`config.mk`:
```
export PLATFORM = sky130hd
export DESIGN_NAME = divider
export DESIGN_NICKNAME = d
export VERILOG_FILES = /design/src/rtl/divider_pkg.sv /design/src/rtl/divider.sv
export SDC_FILE = /design/constraint.sdc
export NUM_CORES = 1
export LEC_CHECK = 0
export CAP_MARGIN = 25
export CORE_MARGIN = 5
export CORE_UTILIZATION = 52
export DETAILED_ROUTE_END_ITERATION = 7
export MAX_ROUTING_LAYER = met4
export PLACE_DENSITY_LB_ADDON = 0.2
export SLEW_MARGIN = 20
export SYNTH_ARGS = -nofsm -noshare
export SYNTH_HDL_FRONTEND = slang
export SYNTH_SLANG_ARGS = --single-unit
```
`constraint.sdc`:
```
create_clock -name clock -period 4.4 [get_ports clock]
set_input_delay 0.88 -clock clock [delete_from_list [all_inputs] [get_ports clock]]
set_output_delay 0.88 -clock clock [all_outputs]
set_load 0.03 [all_outputs]
```
`src/rtl/divider_pkg.sv`:
```
// Shared definitions for the EX-stage radix-2 restoring divider.
package divider_pkg;

  typedef enum logic [1:0] {
    DIV_IDLE,
    DIV_RUNNING,
    DIV_DONE
  } div_state_t;

  localparam int DIV_STEPS = 32;
  localparam int DIV_CNT_W = $clog2(DIV_STEPS);

  typedef logic [DIV_CNT_W-1:0] div_count_t;

  // stage_ex function codes that route to the divider.
  localparam logic [5:0] OP_DIV  = 6'h1A;
  localparam logic [5:0] OP_DIVU = 6'h1B;

  function automatic logic op_is_signed(input logic [5:0] funct);
    return funct == OP_DIV;
  endfunction

endpackage

```
`src/rtl/divider.sv`:
```
// Multi-cycle restoring divider: one quotient bit per clock, sign fix-up on entry to DONE.
module divider
  import divider_pkg::*;
#(
  parameter int WIDTH = 32
) (
  input  logic             clock,
  input  logic             reset,
  input  logic             start,
  input  logic             cancel,
  input  logic             is_signed,
  input  logic [WIDTH-1:0] dividend,
  input  logic [WIDTH-1:0] divisor,
  output logic [WIDTH-1:0] quotient,
  output logic [WIDTH-1:0] remainder,
  output logic             ready,
  output logic             busy
);

  localparam div_count_t LAST_STEP = div_count_t'(DIV_STEPS - 1);

  div_state_t        state;
  div_state_t        state_next;
  div_count_t        counter;
  logic [2*WIDTH-1:0] acc;
  logic [2*WIDTH-1:0] acc_step;
  logic [WIDTH-1:0]  div_reg;
  logic [WIDTH:0]    trial;
  logic              neg_q;
  logic              neg_r;
  logic [WIDTH-1:0]  dividend_abs;
  logic [WIDTH-1:0]  divisor_abs;
  logic [WIDTH-1:0]  q_raw;
  logic [WIDTH-1:0]  r_raw;
  logic [WIDTH-1:0]  q_fix;
  logic [WIDTH-1:0]  r_fix;
  logic              accept;

  // The most negative value negates to itself, which is exactly right once treated as unsigned.
  always_comb begin
    dividend_abs = (is_signed && dividend[WIDTH-1]) ? -dividend : dividend;
    divisor_abs  = (is_signed && divisor[WIDTH-1])  ? -divisor  : divisor;
    accept       = (state == DIV_IDLE) && start && !cancel;
  end

  always_comb begin
    trial = acc[2*WIDTH-1:WIDTH-1] - {1'b0, div_reg};
    if (!trial[WIDTH]) begin
      acc_step = {trial[WIDTH-1:0], acc[WIDTH-2:0], 1'b1};
    end else begin
      acc_step = {acc[2*WIDTH-2:0], 1'b0};
    end
    q_raw = acc_step[WIDTH-1:0];
    r_raw = acc_step[2*WIDTH-1:WIDTH];
    q_fix = neg_q ? -q_raw : q_raw;
    r_fix = neg_r ? -r_raw : r_raw;
  end

  always_comb begin
    state_next = state;
    case (state)
      DIV_IDLE: begin
        if (accept) begin
          state_next = (divisor == '0) ? DIV_DONE : DIV_RUNNING;
        end
      end
      DIV_RUNNING: begin
        if (cancel) begin
          state_next = DIV_IDLE;
        end else if (counter == LAST_STEP) begin
          state_next = DIV_DONE;
        end
      end
      DIV_DONE: state_next = DIV_IDLE;
      default:  state_next = DIV_IDLE;
    endcase
  end

  always_comb begin
    busy  = (state != DIV_IDLE);
    ready = (state == DIV_DONE) && !cancel;
  end

  always_ff @(posedge clock) begin
    if (!reset) begin
      state     <= DIV_IDLE;
      counter   <= '0;
      acc       <= '0;
      div_reg   <= '0;
      neg_q     <= 1'b0;
      neg_r     <= 1'b0;
      quotient  <= '0;
      remainder <= '0;
    end else begin
      state <= state_next;
      case (state)
        DIV_IDLE: begin
          if (accept) begin
            counter <= '0;
            acc     <= {{WIDTH{1'b0}}, dividend_abs};
            div_reg <= divisor_abs;
            neg_q   <= is_signed && (dividend[WIDTH-1] ^ divisor[WIDTH-1]);
            neg_r   <= is_signed && dividend[WIDTH-1];
            if (divisor == '0) begin
              quotient  <= '0;
              remainder <= '0;
            end
          end
        end
        DIV_RUNNING: begin
          if (!cancel) begin
            acc     <= acc_step;
            counter <= counter + div_count_t'(1);
            if (counter == LAST_STEP) begin
              quotient  <= q_fix;
              remainder <= r_fix;
            end
          end
        end
        default: begin
        end
      endcase
    end
  end

endmodule

```
==> metrics.cfg <==
[outcome]
status = complete, no violations

[global_route]
grt_max_degree = 100
grt_pass1_vias = 10900
grt_usage_pct = 28.4
antenna_found_initial = 0
grt_pass1_wl_um = 58500
grt_overflow = 0

[logic_synthesis]
synth.area.top_cells = dfxtp_1 29%, nor2_1 8.5%, a21oi_1 6.8%
synth_top_cell_by_area = dfxtp_1
postSynthCellCount = 1574
async_flop_share_pct = 0
synth_seq_cells = 169
synth_edf_count = 0
syn_avg_cell_area_um2 = 7.33
synth.net_count = 1682
netlist_area_mm2 = 0.0115
synth_flop_cell = dfxtp_1
synth_most_common_cell = nor2_1
ys_types = 81
yosys_warnings = 0
synth-seq-area-share_pct = 29.3
synthTopCellsByCount = 262 x nor2_1, 169 x dfxtp_1, 157 x a21oi_1
synth.top_cell.area_share_pct = 29.3

[pwr]
irDropWorstVdd_mv = 0.203
power_density_mw_per_mm2 = 291
leakage_nw = 5.22

[clock_tree]
clockBufferDepth = 2
clkLatencyLatePin_ns = 0.44
cts_tree = done
cts_htree_levels = 4
cts_buffers = 17
cts_root_buf = clkbuf_16
cts.reportedPaths.clkPinSlew_ns = 0.08
clock-sinks = 169

[drt]
drt_first_iter_violations = 1081
route.detailed.drc = 0
viasPerCell = 6.07
antenna_left = 0
wirelength_um = 36200
wire_per_inst_um = 18.5
vias = 11900
drt_pre_antenna_iters = 5

[sta]
finalSetupViolCount = 0
slew_headroom_pct = 30.9
worst_pin_slew_ns = 1.04
rsz0062_at_grt = no
skew_ns = 0.0129
max_clock_freq_ghz = 0.243
slew_viol_final = 0
min_period_ns = 4.11
period_share_pct = 93.4
tns_ns = 0
hold_violations = 0

[floorplan]
ios = 135
core_area_mm2 = 0.0218
fp.dieH_um = 159
die-area_mm2 = 0.0253
initial_core_util_pct = 52.9
fp-row-count = 54
die_w_um = 159

[worst_setup_path]
cp.required_ns = 4.72
worstPathArrival_ns = 4.43
cpLargestDelayFamily = compound AO/OA/AOI/OAI gates
critical-path-max-stage-delay_ns = 0.40
cp_max_fo = 12
crit_slowest_cell = nor4_1
path_cells = inv_1, ha_1, fa_1, nand2b_1, a21oi_2, o21ai_1, nand3_1, and4_1, o211a_2, inv_6, a21oi_1, ha_1, o221ai_1, nor4_1, mux2i_1, o21ai_1
critical_path.startpoint_type = register
crit_buf_inv = 2
crit_type = reg2reg
worst_setup_path_end_kind = register

[layout]
syn2layout_area_growth_pct = 20.0
drive_gt1_share_pct = 5.88
fin_area_mm2 = 0.0138
diodes = 0
largest_reg_flops = 64
top_register = acc
fin_nets = 1778

[placed_design]
gp_congestion = 0.959
io_buffers = 134
hpwlAfterDp_um = 27800
place_area_mm2 = 0.0132

[worst_hold_path]
holdCritPathClass = reg2reg

[job]
drv_cap = 0

==> metrics by stage <==
stage | cells | setup WS (ns) | hold WS, ns | util (%) | power (W)
detailed placement | 1929 | 0.118 | 0.441 | 60.4 | 0.00247
global route | 1963 | 0.0114 | 0.474 | 63.5 | 0.00420
global placement | 1929 | 0.245 | 0.434 | 60.4 | 0.00246
finish | 1963 | 0.290 | 0.456 | 63.5 | 0.00404
CTS | 1961 | 0.0635 | 0.460 | 63.2 | 0.00402
floorplan | 1574 | 0.271 | 0.432 | - | 0.00219
==> metal layers <==
layer | share of wire (%) | global-route usage, % | up-vias
met3 | 6.1 | 3.11 | 52
met1 | 47 | 40.4 | 5573
met4 | 2.1 | 6.98 | 0
met2 | 45 | 43.5 | 437
li1 | - | - | 5856
met5 | 0 | - | -
==> path summary, 6_finish.rpt <==
kind	startpoint	endpoint	slack, ns	depth (start not counted)
worst max register to register	acc[31]	remainder[30]	0.29	16
worst min register to register	remainder[23]	remainder[23]	0.46	2
worst max-delay path	acc[31]	remainder[30]	0.29	16
worst min-delay path	remainder[23]	remainder[23]	0.46	2
==> worst min-delay path, stage by stage, from the launching register on <==
cell and delay (ns):
dfxtp_1 0.33, nand2_1 0.04, o21ai_0 0.05
==> where the power goes <==
part	switching, W	total [W]	leakage (nW)	internal [W]
clock	0.000786	0.00157	0.294	0.000784
sequential	0.0000510	0.00162	1.37	0.00157
combinational	0.000517	0.000845	3.56	0.000328
==> area by class of cell <==
cell class / count / area [um2]
clock buffer: 17 / 425
timing repair buffer: 166 / 1640
fill: 2035 / 7980
inverter: 55 / 214
tap: 280 / 350
clock inverter: 15 / 194
sequential: 169 / 3380
multi-input combinational: 1261 / 7640
==> placed cells by master, fill, tap and decap left out, types with 24 or more instances in the layout <==
| cell | n |
|---|---|
| a22oi_1 | 26 |
| nand2_1 | 135 |
| nand3_1 | 26 |
| xnor2_1 | 67 |
| mux2i_1 | 24 |
| buf_4 | 28 |
| nor3_1 | 56 |
| ha_1 | 38 |
| nor4_1 | 26 |
| inv_1 | 53 |
| xor2_1 | 58 |
| clkdlybuf4s50_1 | 134 |
| o21ai_0 | 86 |
| nor2_1 | 260 |
| a211oi_1 | 61 |
| a21oi_1 | 155 |
| dfxtp_1 | 169 |
==> logic make-up (layout without fill, tap and decap cells) <==
logic type | after synthesis | in the layout | share of synthesized area, %
AOI/OAI and AO/OA | 456 | 456 | 25.1
xor gates and xnor gates | 126 | 126 | 9.63
adders and majority gates | 39 | 39 | 4.29
buffers and inverters | 144 | 253 | 4.94
DFF | 169 | 169 | 29.3
muxes | 25 | 25 | 2.18
and+or+nand+nor | 615 | 615 | 24.6
==> what timing repair did <==
action	CTS	global route
buffers inserted	0	1
resized for setup	0	4
hold buffers	0	0
setup endpoints to repair	0	11
(Power assumes the default switching activity.)
==> patch (same flow settings) <==
The 3 states of `div_state_t` get a one-hot encoding in 3 bits.
--- a/src/rtl/divider_pkg.sv
+++ b/src/rtl/divider_pkg.sv
@@ -1,10 +1,10 @@
 // Shared definitions for the EX-stage radix-2 restoring divider.
 package divider_pkg;
 
-  typedef enum logic [1:0] {
-    DIV_IDLE,
-    DIV_RUNNING,
-    DIV_DONE
+  typedef enum logic [2:0] {
+    DIV_IDLE    = 3'b001,
+    DIV_RUNNING = 3'b010,
+    DIV_DONE    = 3'b100
   } div_state_t;
 
   localparam int DIV_STEPS = 32;
Formal check against the unedited RTL: same outputs for any inputs over 4 cycles, from zero or initial values and one cycle with reset low; so few cycles prove little.
==> patch against the unedited design <==
  * Sequential cell count is 1 higher
  * Final cell count is 1.6% higher
  * Die area is 1.5% higher
  * Wire length is 2.7% higher
  * Final area is 6.1% higher
  * Area after synthesis is 1.6% higher
  * Setup slack worse by 190 ps
  * Fmax is 4.4% lower
  * Highest routed layer unchanged
Power is not compared: it rests on default switching activity, and its combinational part moved more than twofold at a synthesized area within 25%.
==> patch: results (changes against the unedited design) <==
Critical path
  – Crit path from: acc[31] (unchanged)
  – Crit path to: remainder[28] (was remainder[30])
  – Crit path DAT: 4620 ps (was 4430 ps)
  – Worst-path fanout max: 7 (was 12)
  – FF-to-FF path depth: 22 (was 16)
  – Setup slack, reg-to-reg: 100 ps (was 290 ps)

Synth
  – Asr flop ratio synth: 0% (unchanged)
  – Cells after synthesis: 1548 (was 1574)
  – Main synth FF type: dfxtp_1 (unchanged)
  – Syn Nets: 1656 (was 1682)
  – Largest cells by area after synthesis: dfxtp_1, xnor2_1, a21oi_1 (was dfxtp_1, nor2_1, a21oi_1)
  – Synth cell count leaders: nand2_1, dfxtp_1, a21oi_1 (was nor2_1, dfxtp_1, a21oi_1)
  – Unique masters post-synth: 73 (was 81)
  – Post-synth EDFFs: 0 (unchanged)
  – Register area share after synthesis: 29.0% (was 29.3%)
  – Yosys warns: 0 (unchanged)

CTS
  – Worst-case clock buffer depth: 2 (unchanged)
  – H-Tree Level Count: 4 (unchanged)
  – CTS root buf: clkbuf_16 (unchanged)
  – Clk_lat worst skew: 440 ps (about the same)
  – TritonCTS buffer count: 17 (unchanged)
  – Clock-pin transition on the worst setup and hold timing paths: 70 ps

Power
  – VDD IR max: 0.241 mV
  – Leakage: 5.79 nW

Place
  – Dpl ws: -129 ps (was 118 ps)
  – Placed insts: 1951 (was 1929)
  – HPWL after DPL: 27.7 mm (was 27.8 mm)
  – Routability Congestion: 0.948 (was 0.959)
  – Placed Area: 13800 µm² (was 13200 µm²)
  – Number of port buffers: 134 (unchanged)

Final layout
  – Register with the highest flop count: acc (unchanged)
  – Nets: 1803 (was 1778)
  – Max reg flops: 64 (unchanged)
  – Layout cell share with drive strength beyond 1: 10.7% (was 5.88%)

GRT
  – Initial antenna violation count: 0 (unchanged)
  – GRT overflow: 0 (unchanged)
  – Vias in the first global route: 11000 (was 10900)
  – Total GRT Usage: 28.9% (was 28.4%)
  – Largest net degree at the start of global routing: 85 (was 100)
  – First-pass GRT wire length: 58.9 mm (was 58.5 mm)

Drt
  – DRT Pass-1 Iters: 5 (unchanged)
  – Wire length per cell: 18.6 µm (was 18.5 µm)
  – Post-Route WL: 37.2 mm (was 36.2 mm)
  – Iter 0 DRT Violations: 1052 (was 1081)
  – Vias: 11900 (about the same)

Timing
  – Peak Freq: 0.233 GHz (was 0.243 GHz)
  – Clock Skew: 11.7 ps (was 12.9 ps)
  – Max_slew headroom: 35.9% (was 30.9%)

Worst hold path
  – Hold crit path type: reg2reg (unchanged)

Status
  – Outcome: completed (unchanged)
## patch: changes by cell type after synthesis, moves of 24 or more
cell / delta
nor2_1: -163
nor2b_1: +57
nand2_1: +41
and2_1: +37
a211oi_1: -33
o21ai_0: +31
o211a_1: +27
a21oi_1: -24
## patch: worst min-delay path by stage
stage	cells after the start	slack, ps	startpoint	endpoint
detailed placement	2	440	remainder[23]	remainder[23]
global route	2	470	remainder[23]	remainder[23]
global placement	2	440	remainder[23]	remainder[23]
floorplan	2	440	div_reg[31]	div_reg[31]
finish	2	450	remainder[23]	remainder[23]
CTS	2	450	remainder[23]	remainder[23]
## patch: area by class of cell
| type | count | area [µm²] |
|---|---|---|
| diodes | 1 | 2.50 |
| clock buffers | 18 | 429 |
| clock inverters | 14 | 160 |
| fillers | 1947 | 7740 |
| inverters | 54 | 208 |
| multi-input cells | 1232 | 8090 |
| flip-flops and latches | 170 | 3410 |
| well taps | 285 | 357 |
| repair buffers | 220 | 2030 |
## patch: through the flow
stage          power [mW]  util [%]
6_report             5.11      65.5
5_1_grt              5.37      65.5
4_1_cts              5.00      64.2
3_5_place_dp         3.45      61.4
3_3_place_gp         3.44      61.4
2_1_floorplan        2.90         -
## patch: power by group
| group | leakage, nW | total [mW] | internal [mW] | switching (mW) |
|---|---|---|---|---|
| Clock | 0.280 | 1.54 | 0.850 | 0.686 |
| Sequential | 1.38 | 1.72 | 1.62 | 0.0991 |
| Combinational | 4.13 | 1.85 | 0.735 | 1.12 |
## patch: per-layer routing
metal	share of wire, %	wire [µm]	GRT usage, %
met2	45	16900	44.3
met5	0	0	-
met3	6.8	2540	4.41
met1	45	16900	39.8
met4	2.4	885	8.49
## patch: critical path, cell delays in order, from the launching register on
cell and delay [ps]:
dfxtp_2 330, inv_2 40, ha_4 150, fa_2 350, nand2b_4 170, a21oi_4 170
o211ai_1 90, buf_4 180, a31oi_4 180, o21a_1 200, nor2_4 60, clkinv_4 80
nor2_2 40, a21oi_2 140, ha_2 230, nand2_2 60, or4_4 450, nor4b_4 310
nand3_1 130, o31a_4 200, o41ai_4 340, xnor2_1 150, o21ai_1 80
## patch: cell families after synthesis
group	count (synthesis)	share of synthesized area [%]
simple gates	563	24.0
compound gates	468	25.6
flops	170	29.0
buf+inv	146	4.82
xor+xnor	141	10.5
fa+ha+maj	39	4.23
mux	21	1.79
## patch: repair_timing
action / 4_1_cts / 5_1_grt
endpoints found under the setup margin: 6 / 22
setup buffers: 2 / 7
hold buffers: 0 / 0
pin swaps: 5 / 9
resized for setup: 7 / 47
